### config.mk
export PLATFORM = sky130hd
export DESIGN_NAME = fetch_decode_ctrl
export DESIGN_NICKNAME = d
export VERILOG_FILES = /design/src/rtl/fetch_decode_ctrl.sv
export SDC_FILE = /design/constraint.sdc
export NUM_CORES = 1
export LEC_CHECK = 0
export BUFFER_PORTS_ARGS = -buffer_cell sky130_fd_sc_hd__buf_2
export CORE_MARGIN = 5
export CORE_UTILIZATION = 51
export DETAILED_ROUTE_END_ITERATION = 16
export HOLD_SLACK_MARGIN = 0.12
export PLACE_DENSITY_LB_ADDON = 0.25
export SYNTH_ARGS = -nofsm -noshare
export SYNTH_HDL_FRONTEND = slang
export SYNTH_SLANG_ARGS = --single-unit
### constraint.sdc
create_clock -name clk -period 2.85 [get_ports clk]
set_input_delay 0.1425 -clock clk [delete_from_list [all_inputs] [get_ports clk]]
set_output_delay 0.1425 -clock clk [all_outputs]
set_load 0.03 [all_outputs]
### src/rtl/fetch_decode_ctrl.sv
// RV32I fetch/decode/sequencing controller; CTRL_MISALIGN_TRAP_EN traps misaligned jump targets.
// Latency: 3 cycles per instruction (FETCH, DECODE, EXEC), plus one per imem_ack wait cycle.
// Backpressure: imem_req/imem_addr stay stable until imem_ack; HALT exits only through reset.
module fetch_decode_ctrl #(
  parameter logic [31:0] RESET_PC = 32'h0000_0000
) (
  input  logic        clk,
  input  logic        rst,
  output logic        imem_req,
  output logic [31:0] imem_addr,
  input  logic        imem_ack,
  input  logic [31:0] imem_rdata,
  output logic [22:0] cword,
  output logic [31:0] pc,
  output logic [31:0] imm,
  input  logic [31:0] r_for_pc,
  input  logic [3:0]  funit_ZCNVFlags,
  output logic        halted,
  output logic [1:0]  trap_cause
);

  typedef struct packed {
    logic [4:0] rs2;
    logic [4:0] rs1;
    logic [4:0] rd;
    logic       fun7;
    logic [2:0] fun3;
    logic [3:0] inst_type;
  } cword_t;

  typedef enum logic [1:0] {FETCH, DECODE, EXEC, HALT} state_t;

  localparam cword_t BUBBLE = 23'h000006;

  localparam logic [3:0] T_BRANCH = 4'd6;
  localparam logic [3:0] T_JALR   = 4'd7;
  localparam logic [3:0] T_JAL    = 4'd8;

  state_t      state_q, state_d;
  logic [31:0] pc_q, pc_d;
  logic [31:0] instr_q, instr_d;
  cword_t      cword_q, cword_d;
  logic [31:0] imm_q, imm_d;
  logic [1:0]  trap_q, trap_d;

  // Decode of the latched instruction word.
  logic [6:0]  opcode;
  logic [3:0]  dec_type;
  logic        dec_legal;
  logic        dec_sys;
  logic [31:0] dec_imm;
  cword_t      dec_cword;

  logic [31:0] imm_i, imm_s, imm_b, imm_u, imm_j;

  assign opcode = instr_q[6:0];
  assign imm_i  = {{20{instr_q[31]}}, instr_q[31:20]};
  assign imm_s  = {{20{instr_q[31]}}, instr_q[31:25], instr_q[11:7]};
  assign imm_b  = {{19{instr_q[31]}}, instr_q[31], instr_q[7], instr_q[30:25], instr_q[11:8], 1'b0};
  assign imm_u  = {instr_q[31:12], 12'b0};
  assign imm_j  = {{11{instr_q[31]}}, instr_q[31], instr_q[19:12], instr_q[20], instr_q[30:21], 1'b0};

  always_comb begin
    dec_type  = 4'd0;
    dec_legal = 1'b1;
    dec_sys   = 1'b0;
    dec_imm   = 32'h0;
    case (opcode)
      7'b0000011: begin dec_type = 4'd0; dec_imm = imm_i; end
      7'b0010011: begin dec_type = 4'd1; dec_imm = imm_i; end
      7'b0100011: begin dec_type = 4'd2; dec_imm = imm_s; end
      7'b0110011: begin dec_type = 4'd3; dec_imm = 32'h0; end
      7'b0110111: begin dec_type = 4'd4; dec_imm = imm_u; end
      7'b0010111: begin dec_type = 4'd5; dec_imm = imm_u; end
      7'b1100011: begin dec_type = T_BRANCH; dec_imm = imm_b; end
      7'b1100111: begin dec_type = T_JALR;   dec_imm = imm_i; end
      7'b1101111: begin dec_type = T_JAL;    dec_imm = imm_j; end
      7'b1110011: begin dec_legal = 1'b0; dec_sys = 1'b1; end
      default:    dec_legal = 1'b0;
    endcase
  end

  always_comb begin
    dec_cword.rs2       = instr_q[24:20];
    dec_cword.rs1       = instr_q[19:15];
    dec_cword.rd        = instr_q[11:7];
    dec_cword.fun7      = instr_q[30];
    dec_cword.fun3      = instr_q[14:12];
    dec_cword.inst_type = dec_type;
  end

  // Next-PC evaluation during EXEC.
  logic        flag_z, flag_c, flag_n, flag_v;
  logic        is_branch, is_jal, is_jalr;
  logic        br_taken, br_bad, is_jump;
  logic [31:0] raw_npc, npc;
  logic        misalign;

  assign {flag_z, flag_c, flag_n, flag_v} = funit_ZCNVFlags;
  assign is_branch = (cword_q.inst_type == T_BRANCH);
  assign is_jal    = (cword_q.inst_type == T_JAL);
  assign is_jalr   = (cword_q.inst_type == T_JALR);

  always_comb begin
    br_taken = 1'b0;
    br_bad   = 1'b0;
    case (cword_q.fun3)
      3'b000:  br_taken = flag_z;
      3'b001:  br_taken = !flag_z;
      3'b100:  br_taken = flag_n ^ flag_v;
      3'b101:  br_taken = !(flag_n ^ flag_v);
      3'b110:  br_taken = !flag_c;
      3'b111:  br_taken = flag_c;
      default: br_bad   = is_branch;
    endcase
  end

  assign is_jump = is_jal || is_jalr || (is_branch && br_taken);

  always_comb begin
    raw_npc = pc_q + 32'd4;
    if (is_jal || (is_branch && br_taken)) raw_npc = pc_q + imm_q;
    else if (is_jalr)                      raw_npc = (r_for_pc + imm_q) & ~32'h1;
  end

`ifdef CTRL_MISALIGN_TRAP_EN
  assign misalign = (state_q == EXEC) && is_jump && (raw_npc[1:0] != 2'b00);
  assign npc      = raw_npc;
`else
  assign misalign = 1'b0;
  assign npc      = raw_npc & ~32'h3;
`endif

  always_comb begin
    state_d = state_q;
    pc_d    = pc_q;
    instr_d = instr_q;
    cword_d = cword_q;
    imm_d   = imm_q;
    trap_d  = trap_q;
    case (state_q)
      FETCH: begin
        if (imem_ack) begin
          instr_d = imem_rdata;
          state_d = DECODE;
        end
      end
      DECODE: begin
        if (dec_sys) begin
          trap_d  = 2'b01;
          state_d = HALT;
        end else if (!dec_legal) begin
          trap_d  = 2'b10;
          state_d = HALT;
        end else begin
          cword_d = dec_cword;
          imm_d   = dec_imm;
          state_d = EXEC;
        end
      end
      EXEC: begin
        if (br_bad) begin
          trap_d  = 2'b10;
          state_d = HALT;
        end else if (misalign) begin
          trap_d  = 2'b11;
          state_d = HALT;
        end else begin
          pc_d    = npc;
          state_d = FETCH;
        end
      end
      default: state_d = HALT;
    endcase
  end

  always_ff @(posedge clk or negedge rst) begin
    if (!rst) begin
      state_q <= FETCH;
      pc_q    <= RESET_PC;
      instr_q <= 32'h0;
      cword_q <= BUBBLE;
      imm_q   <= 32'h0;
      trap_q  <= 2'b00;
    end else begin
      state_q <= state_d;
      pc_q    <= pc_d;
      instr_q <= instr_d;
      cword_q <= cword_d;
      imm_q   <= imm_d;
      trap_q  <= trap_d;
    end
  end

  // Gating with rst keeps the request low while reset is held, without a cycle of delay on release.
  assign imem_req   = (state_q == FETCH) && rst;
  assign imem_addr  = pc_q;
  assign pc         = pc_q;
  assign imm        = imm_q;
  assign cword      = ((state_q == EXEC) && !misalign) ? cword_q : BUBBLE;
  assign halted     = (state_q == HALT);
  assign trap_cause = trap_q;

endmodule

* After elaboration in Yosys (flattened, before gate mapping)
Cells that the tools add are included.
** Word-level totals
- Output and inout bits :: 123
- Input bits :: 71
- Flip-flop bits (word level) :: 121
** Operators by class
- Bitwise logic cells :: 3
- Add/sub/neg operators :: 3
- Muxes and demuxes :: 18
- Reduce and logical (&&, ||, !) cells :: 17
- Equality and inequality tests :: 24
** Operator list (number)
- $pmux 32 s5 :: 1
- $add 32x32->32 :: 2
- $mux 32 :: 2
- $add 32x3->32 const B :: 1
- $pmux 4 s8 :: 1
- $eq 7x7->1 const B :: 4
- $mux 23 :: 1
- $eq 7x6->1 const B :: 3
- $eq 7x5->1 const B :: 2
- $eq 3x3->1 const B :: 4
- $mux 2 :: 5
- $reduce_or 9->1 :: 1
- $eq 4x3->1 const B :: 2
- $eq 7x2->1 const B :: 1
- $pmux 1 s6 :: 1
- $pmux 2 s3 :: 1
- $reduce_and 3->1 :: 2
- $reduce_or 6->1 :: 1
- $mux 1 :: 5
- $eq 2x2->1 const B :: 2
- $eq 4x4->1 const B :: 1
- $ne 2x2->1 const B :: 2
- $pmux 2 s2 :: 1
- $reduce_and 2->1 :: 2
- 13 further kinds :: 17

* Depth between registers and ports, before layout
Gate-level depths: netlist of the first run.
- Depth after elaboration :: 6
- Gate-level depth with buffers :: 11
- Depth with buffers taken out :: 11

* Least setup slack after synthesis of the first run
OpenSTA, ideal clock, no wires.
- Kind :: register -> register
- Start point :: register pc_q[2] (netlist: imem_addr[2])
- End point :: register pc_q[26] (netlist: imem_addr[26])
- Library setup time :: 0.139 ns
- Buffers on the path :: 0
- Data arrival time :: 2.946 ns
- Setup slack :: -0.235 ns
- Period minus slack after synthesis :: 3.085 ns
- Stages on the path, launching flop included :: 12
- Cells stage by stage :: dfrtp_1 -> ha_1 -> fa_1 -> a21o_1 -> a21o_1 -> a211oi_1 -> o21ai_1 -> a21o_1 -> a31oi_1 -> nor2b_1 -> xor2_1 -> o221ai_1
** Between the ends
- Longest elaborated chain between the ends :: 3
- Elaborated cells between the ends (all ways) :: 4
** RTL lines
- start, declared :: line 40 : logic [31:0] pc_q, pc_d;
- start signal, assigned :: line 187 : pc_q <= pc_d;
- $add 32x3->32 :: line 121 : raw_npc = pc_q + 32'd4;
- $mux 32 :: line 123 : else if (is_jalr) raw_npc = (r_for_pc + imm_q) & ~32'h1;
- $mux 32 * :: line 122 : if (is_jal || (is_branch && br_taken)) raw_npc = pc_q + imm_q;
Every way passes the cells marked *; elsewhere a longest branch is shown, timed or not.
A chain may end at the register's enable or synchronous reset.

* Worst setup path after layout of the first run
- Start point :: register imm_q[12] (netlist: imm[12])
- End point :: register pc_q[27] (netlist: imem_addr[27])
** Between the ends
- Longest elaborated chain between the ends :: 3
- Elaborated cells between the ends (all ways) :: 4
** RTL lines
- start, declared :: line 43 : logic [31:0] imm_q, imm_d;
- start signal, assigned :: line 190 : imm_q <= imm_d;
- $add 32x32->32 :: line 123
- $mux 32 :: line 123
- $mux 32 * :: line 122
Marked as above.

==> results of run 1 <==
## logic make-up after synthesis
logic type      after synthesis  synth area share
xor+xnor                     72            0.0678
flops                       121             0.326
buf+inv                      97            0.0532
mux                          34            0.0403
compound gates              318             0.227
other cells                   1          0.000403
simple gates                402             0.202
fa+ha+maj                    61            0.0828
## Yosys cell counts, drive strengths merged, types with 5 or more instances
cell    count
o21ai      77
o211ai      6
a21oi      90
nand2     164
a221oi      7
o221ai      6
xnor2      42
or3         7
nor2b       7
and3        9
o21a       11
mux2i       6
nor2       89
nand4      11
a22oi       5
ha         60
xor2       30
a211oi     21
buf        40
inv        18
mux2       28
o31ai      12
clkbuf     39
a31oi       9
nand2b      6
dfrtp     119
o21bai      6
a22o        6
a21o       32
nor3       20
and2       29
nand3      31
## flip-flops by register name, indices dropped and copies added, names as in the netlist
signal	cells
instr_q	32
state_q	2
cword_q	23
imem_addr	30
trap_cause	2
imm	32
## layout make-up
type | instances | area [um^2] | share of cell area
Multi-Input combinational cell | 891 | 6090 | 0.507
Sequential cell | 121 | 3040 | 0.253
Timing Repair Buffer | 302 | 1910 | 0.159
Clock buffer | 22 | 464 | 0.0387
Tap cell | 229 | 287 | 0.0239
Clock inverter | 10 | 144 | 0.0120
Inverter | 18 | 67.6 | 0.00563
## per-layer routing
metal | global-route usage | vias up | wire (um)
li1 | - | 4452 | -
met1 | 0.397 | 4433 | 13200
met2 | 0.440 | 473 | 13900
met3 | 0.0574 | 70 | 2920
met4 | 0.0951 | 4 | 859
met5 | 0 | - | 30
## where the power goes
group          total, mW  switching, mW  internal [mW]
Sequential          1.73        0.00591           1.72
Combinational      0.286          0.162          0.124
Clock               2.25          0.824           1.42
Total               4.26          0.992           3.27
## what timing repair did
action | in CTS | in global routing
buffers inserted | 0 | 7
endpoints found under the hold margin | 152 | 0
setup endpoints to repair | 4 | 15
pin swaps | 1 | 23
resized for setup | 4 | 43
hold buffers | 34 | 0
## worst paths after layout
check / slack (ns) / start / end / cells past startpoint
max: 0.02 / imm[12] / imem_addr[27] / 11
min: 0.15 / rst / cword_q[8] / 2
max reg2reg: 0.02 / imm[12] / imem_addr[27] / 11
min reg2reg: 0.47 / cword_q[11] / cword_q[11] / 2
max in group asynchronous: 1.94 / rst / imm[28] / 3
min in group clk: 0.32 / r_for_pc[31] / imem_addr[31] / 5
## through the flow
step / instance area (um^2) / std cells / utilization / hold slack (ns)
2_1_floorplan: 9330 / 1109 / - / -0.153
3_3_place_gp: 10700 / 1520 / 0.597 / 0.0337
3_5_place_dp: 10700 / 1520 / 0.597 / 0.0381
4_1_cts: 11700 / 1586 / 0.652 / 0.156
5_1_grt: 12000 / 1593 / 0.668 / 0.188
6_report: 12000 / 1593 / 0.668 / 0.153
==> results.toml, run 1 <==
[outcome]
status = "complete, no violations"

[synthesis]
synth_seq_cells = 121
yosysTopAreaCellShare = 0.320
synthArstFlopShare = 1.00
syn_area_um2 = 9310
synth-warning-count = 0
synthDistinctLibCells = 77
synth_area_per_cell_um2 = 8.41
yosys.area.top_type = "dfrtp_1"
netlist_instances = 1106
yosysSeqAreaShare = 0.326
synth_ff_type = "dfrtp_1"
synth_area_leaders = "dfrtp_1 32%, ha_1 8.1%, nand2_1 6.6%, a21oi_1 4.8%, xnor2_1 4.0%"
synth_enable_flop_cells = 0

[setup_path]
path_max_fanout = 5
crit_slowest_cell = "dfrtp_2"
max_stage_delay_ns = 0.46
critPathKind = "reg2reg"
path_delay_family = "compound AO/OA/AOI/OAI gates"
critPathArrivalTime_ns = 3.12
worstPathRequired_ns = 3.14
endpoint_kind = "flop"
critPathLaunchType = "flop"
path_cells = "ha_4 -> and3_4 -> o211a_1 -> or3b_4 -> and2_4 -> o21a_4 -> buf_6 -> o31ai_4 -> a21oi_2 -> mux2i_1 -> o211ai_1"
crit_buf_inv = 1

[finish]
final_cell_mix = "188 x buf_2, 164 x nand2_1, 112 x dfrtp_1"
mostFrequentLayoutCell = "buf_2"
area_growth_pct = 29.0
fillers = 1472
final_nets = 1483
drive_gt1_frac = 0.291
n_antenna_cell = 0

[sta]
rsz0062_at_grt = "yes"
setup_violations = 0
timing.final.hold_violations = 0
period_share = 0.991
fin_tns_setup_ns = 0
maxSlewHeadroom = 0.537
finClkSkew_ns = 0.00890
worst_pin_slew_ns = 0.695
slew_viol_final = 0
min_period_ns = 2.83
clock.fmax_mhz = 354
fin_ws_ns = 0.0244

[die]
dieArea_um2 = 21000
io_pins = 194
die_w_um = 145
coreArea_um2 = 18000
initial_utilization = 0.518
die-height_um = 145
num_rows = 49

[detailed_routing]
drc_errors = 0
via_per_inst = 5.92
via_count = 9432
first_iter_violations = 796
ant_nets = 0
dr.pass1.iters = 5
routed_wl_mm = 30.9
wl_per_cell_um = 19.4

[global_routing]
grt_antenna_before_repair = 2
grt_usage = 0.283
grt_max_degree = 70
grt_pass1_wl_mm = 48.9
grt_pass1_vias = 8981
overflow = 0

[clock_network]
clk_pin_slew_ns = 0.06
clkLatencyLatePin_ns = 0.42
cts_sinks = 121
cts_buffer_depth = 2
cts_tree = "done"
cts_made_buffers = 17
htree_levels = 4
cts_root_buffer = "clkbuf_16"

[placed_design]
pre_cts_slack_ns = -0.0778
portBuffers = 189
place_congestion = 0.948
dp_hpwl_mm = 23.2

[worst_hold_path]
min_path_type = "in2async"

[power]
leakagePower_nw = 5.86
p_per_area_nw_per_um2 = 355
peakVddDrop_mv = 0.446
p_total_mw = 4.26

[run]
drv_cap = 0
(Power assumes the default switching activity.)
==> run 2, diff against run 1 <==
Settings changed: CORE_MARGIN 5 to default.
==> run 2 against run 1 <==
  * Clock power increased by 8%
  * Sequential share of layout area grew 0.10 points
  * Global-route usage up 4.8 points
  * Utilization shrank 0.10 points
  * Clock-buffer cell count is 4 lower
  * Highest routed layer is now met4
==> results.toml, run 2 (synthesis results as in run 1) <==
[setup_path]
crit_buf_inv = 0
crit_path_end = "imem_addr[25]"
crit_slowest_cell = "dfrtp_1"
path_max_fanout = 5
max_stage_delay_ns = 0.44
r2r_start = "imm[12]"
r2r_cells = 10
worstPathRequired_ns = 3.16
path_depth = 10
endpoint_kind = "flop"
crit_start = "imm[12]"
critPathKind = "reg2reg"
r2r_end = "imem_addr[25]"
critPathArrivalTime_ns = 3.13
ff2ff_setup_slack_ns = 0.03
critPathLaunchType = "flop"
path_delay_family = "compound AO/OA/AOI/OAI gates"
path_cells = "ha_1 -> nand2_1 -> o211a_1 -> o31ai_4 -> a31oi_4 -> o31a_4 -> o21bai_4 -> a31oi_1 -> xnor2_1 -> a221o_1"

[die]
die_w_um = 137
die-height_um = 137
dieArea_um2 = 18800
coreArea_um2 = 17900
num_rows = 49
initial_utilization = 0.520
io_pins = 194

[detailed_routing]
first_iter_violations = 893
via_count = 9377
routed_wl_mm = 30.7
ant_nets = 0
via_per_inst = 5.90
drc_errors = 0
wl_per_cell_um = 19.3
dr.pass1.iters = 5

[global_routing]
grt_usage = 0.331
grt-busiest-layer = "met2"
grt.met1_usage = 0.462
grt_pass1_wl_mm = 46.9
overflow = 0
grt_antenna_before_repair = 2
grt_pass1_vias = 8677
use_met3 = 0.0604
grt_use_met2 = 0.512
grt_max_degree = 103

[power]
leakagePower_nw = 5.85
p_per_area_nw_per_um2 = 371
peakVddDrop_mv = 0.416

[clock_network]
clk_pin_slew_ns = 0.06
cts_buffer_depth = 2
htree_levels = 4
cts_made_buffers = 17
cts_tree = "done"
cts_sinks = 121
clkLatencyLatePin_ns = 0.42
cts_root_buffer = "clkbuf_16"

[finish]
area_growth_pct = 28.3
design_area_um2 = 11900
drive_gt1_frac = 0.283
mostFrequentLayoutCell = "buf_2"
final_nets = 1476
layoutNonFillerInstCount = 1588
final_cell_mix = "188 x buf_2, 164 x nand2_1, 114 x dfrtp_1"
post-route-util = 0.667

[sta]
min_period_ns = 2.82
clock.fmax_mhz = 354
fin_ws_ns = 0.0286
worst_pin_slew_ns = 0.761
maxSlewHeadroom = 0.493
rsz0062_at_grt = "yes"
slew_viol_final = 0
period_share = 0.990
fin_hold_ws_ns = 0.168
finClkSkew_ns = 0.0115
setup_violations = 0
timing.final.hold_violations = 0

[run]
drv_cap = 0

[placed_design]
pre_cts_slack_ns = -0.0602
post-place-cells = 1516
dp_hpwl_mm = 22.5
place_congestion = 0.950
portBuffers = 189
dpl-instance-area_um2 = 10700

[worst_hold_path]
min_path_type = "in2async"

[outcome]
status = "complete, no violations"
run 2: cell count changes in the layout (fill, tap and decap cells not counted), moves of 3 or more:
| cell | change |
|---|---|
| ha_4 | -3 |
| inv_6 | +5 |
| ha_1 | +3 |
| clkbuf_1 | -3 |
| o21ai_0 | +3 |
| buf_4 | -7 |
run 2: how the worst min path moves through the flow:
stage          cells after the start       endpoint  startpoint
2_1_floorplan                      0     cword_q[0]         rst
3_3_place_gp                       1  imem_addr[28]         rst
3_5_place_dp                       1  imem_addr[28]         rst
4_1_cts                            2  imem_addr[28]         rst
5_1_grt                            2  imem_addr[28]         rst
6_report                           2  imem_addr[24]         rst
run 2: worst reg2reg max path, stage by stage, from the launching register on:
cell	delay, ns
dfrtp_1	0.44
ha_1	0.36
nand2_1	0.11
o211a_1	0.28
o31ai_4	0.28
a31oi_4	0.07
o31a_4	0.38
o21bai_4	0.19
a31oi_1	0.13
xnor2_1	0.14
a221o_1	0.33
run 2: per-layer routing:
layer | wire length [um] | up-vias
met3 | 2330 | 52
met4 | 728 | 0
li1 | - | 4428
met2 | 13900 | 439
met1 | 13700 | 4458
met5 | 0 | -
run 2: what timing repair did:
action	4_1_cts	5_1_grt
hold buffers	34	0
resized for setup	7	29
endpoints found under the setup margin	3	16
buffers inserted	0	4
pin swaps	1	13
hold endpoints to repair	72	0
run 2: per-stage QoR:
stage	setup TNS [ns]	power, mW
after floorplan	0	1.87
after global placement	-0.0345	1.99
after detailed placement	-0.119	1.99
after CTS	0	4.43
after global routing	-0.208	4.55
final	0	4.43
run 2: area by class of cell:
class | instances | area (um^2)
tap | 229 | 287
antenna | 2 | 5.00
clock buffer | 18 | 439
clock inverter | 14 | 210
inverter | 18 | 67.6
fill | 1482 | 5960
multi-input combinational | 891 | 6030
timing repair buffer | 295 | 1870
sequential | 121 | 3040
run 2: power breakdown:
group          internal [mW]  total (mW)  switching [mW]
Sequential              1.72        1.73         0.00594
Combinational          0.123       0.284           0.162
Clock                   1.51        2.42           0.907
Total                   3.36        4.43            1.08
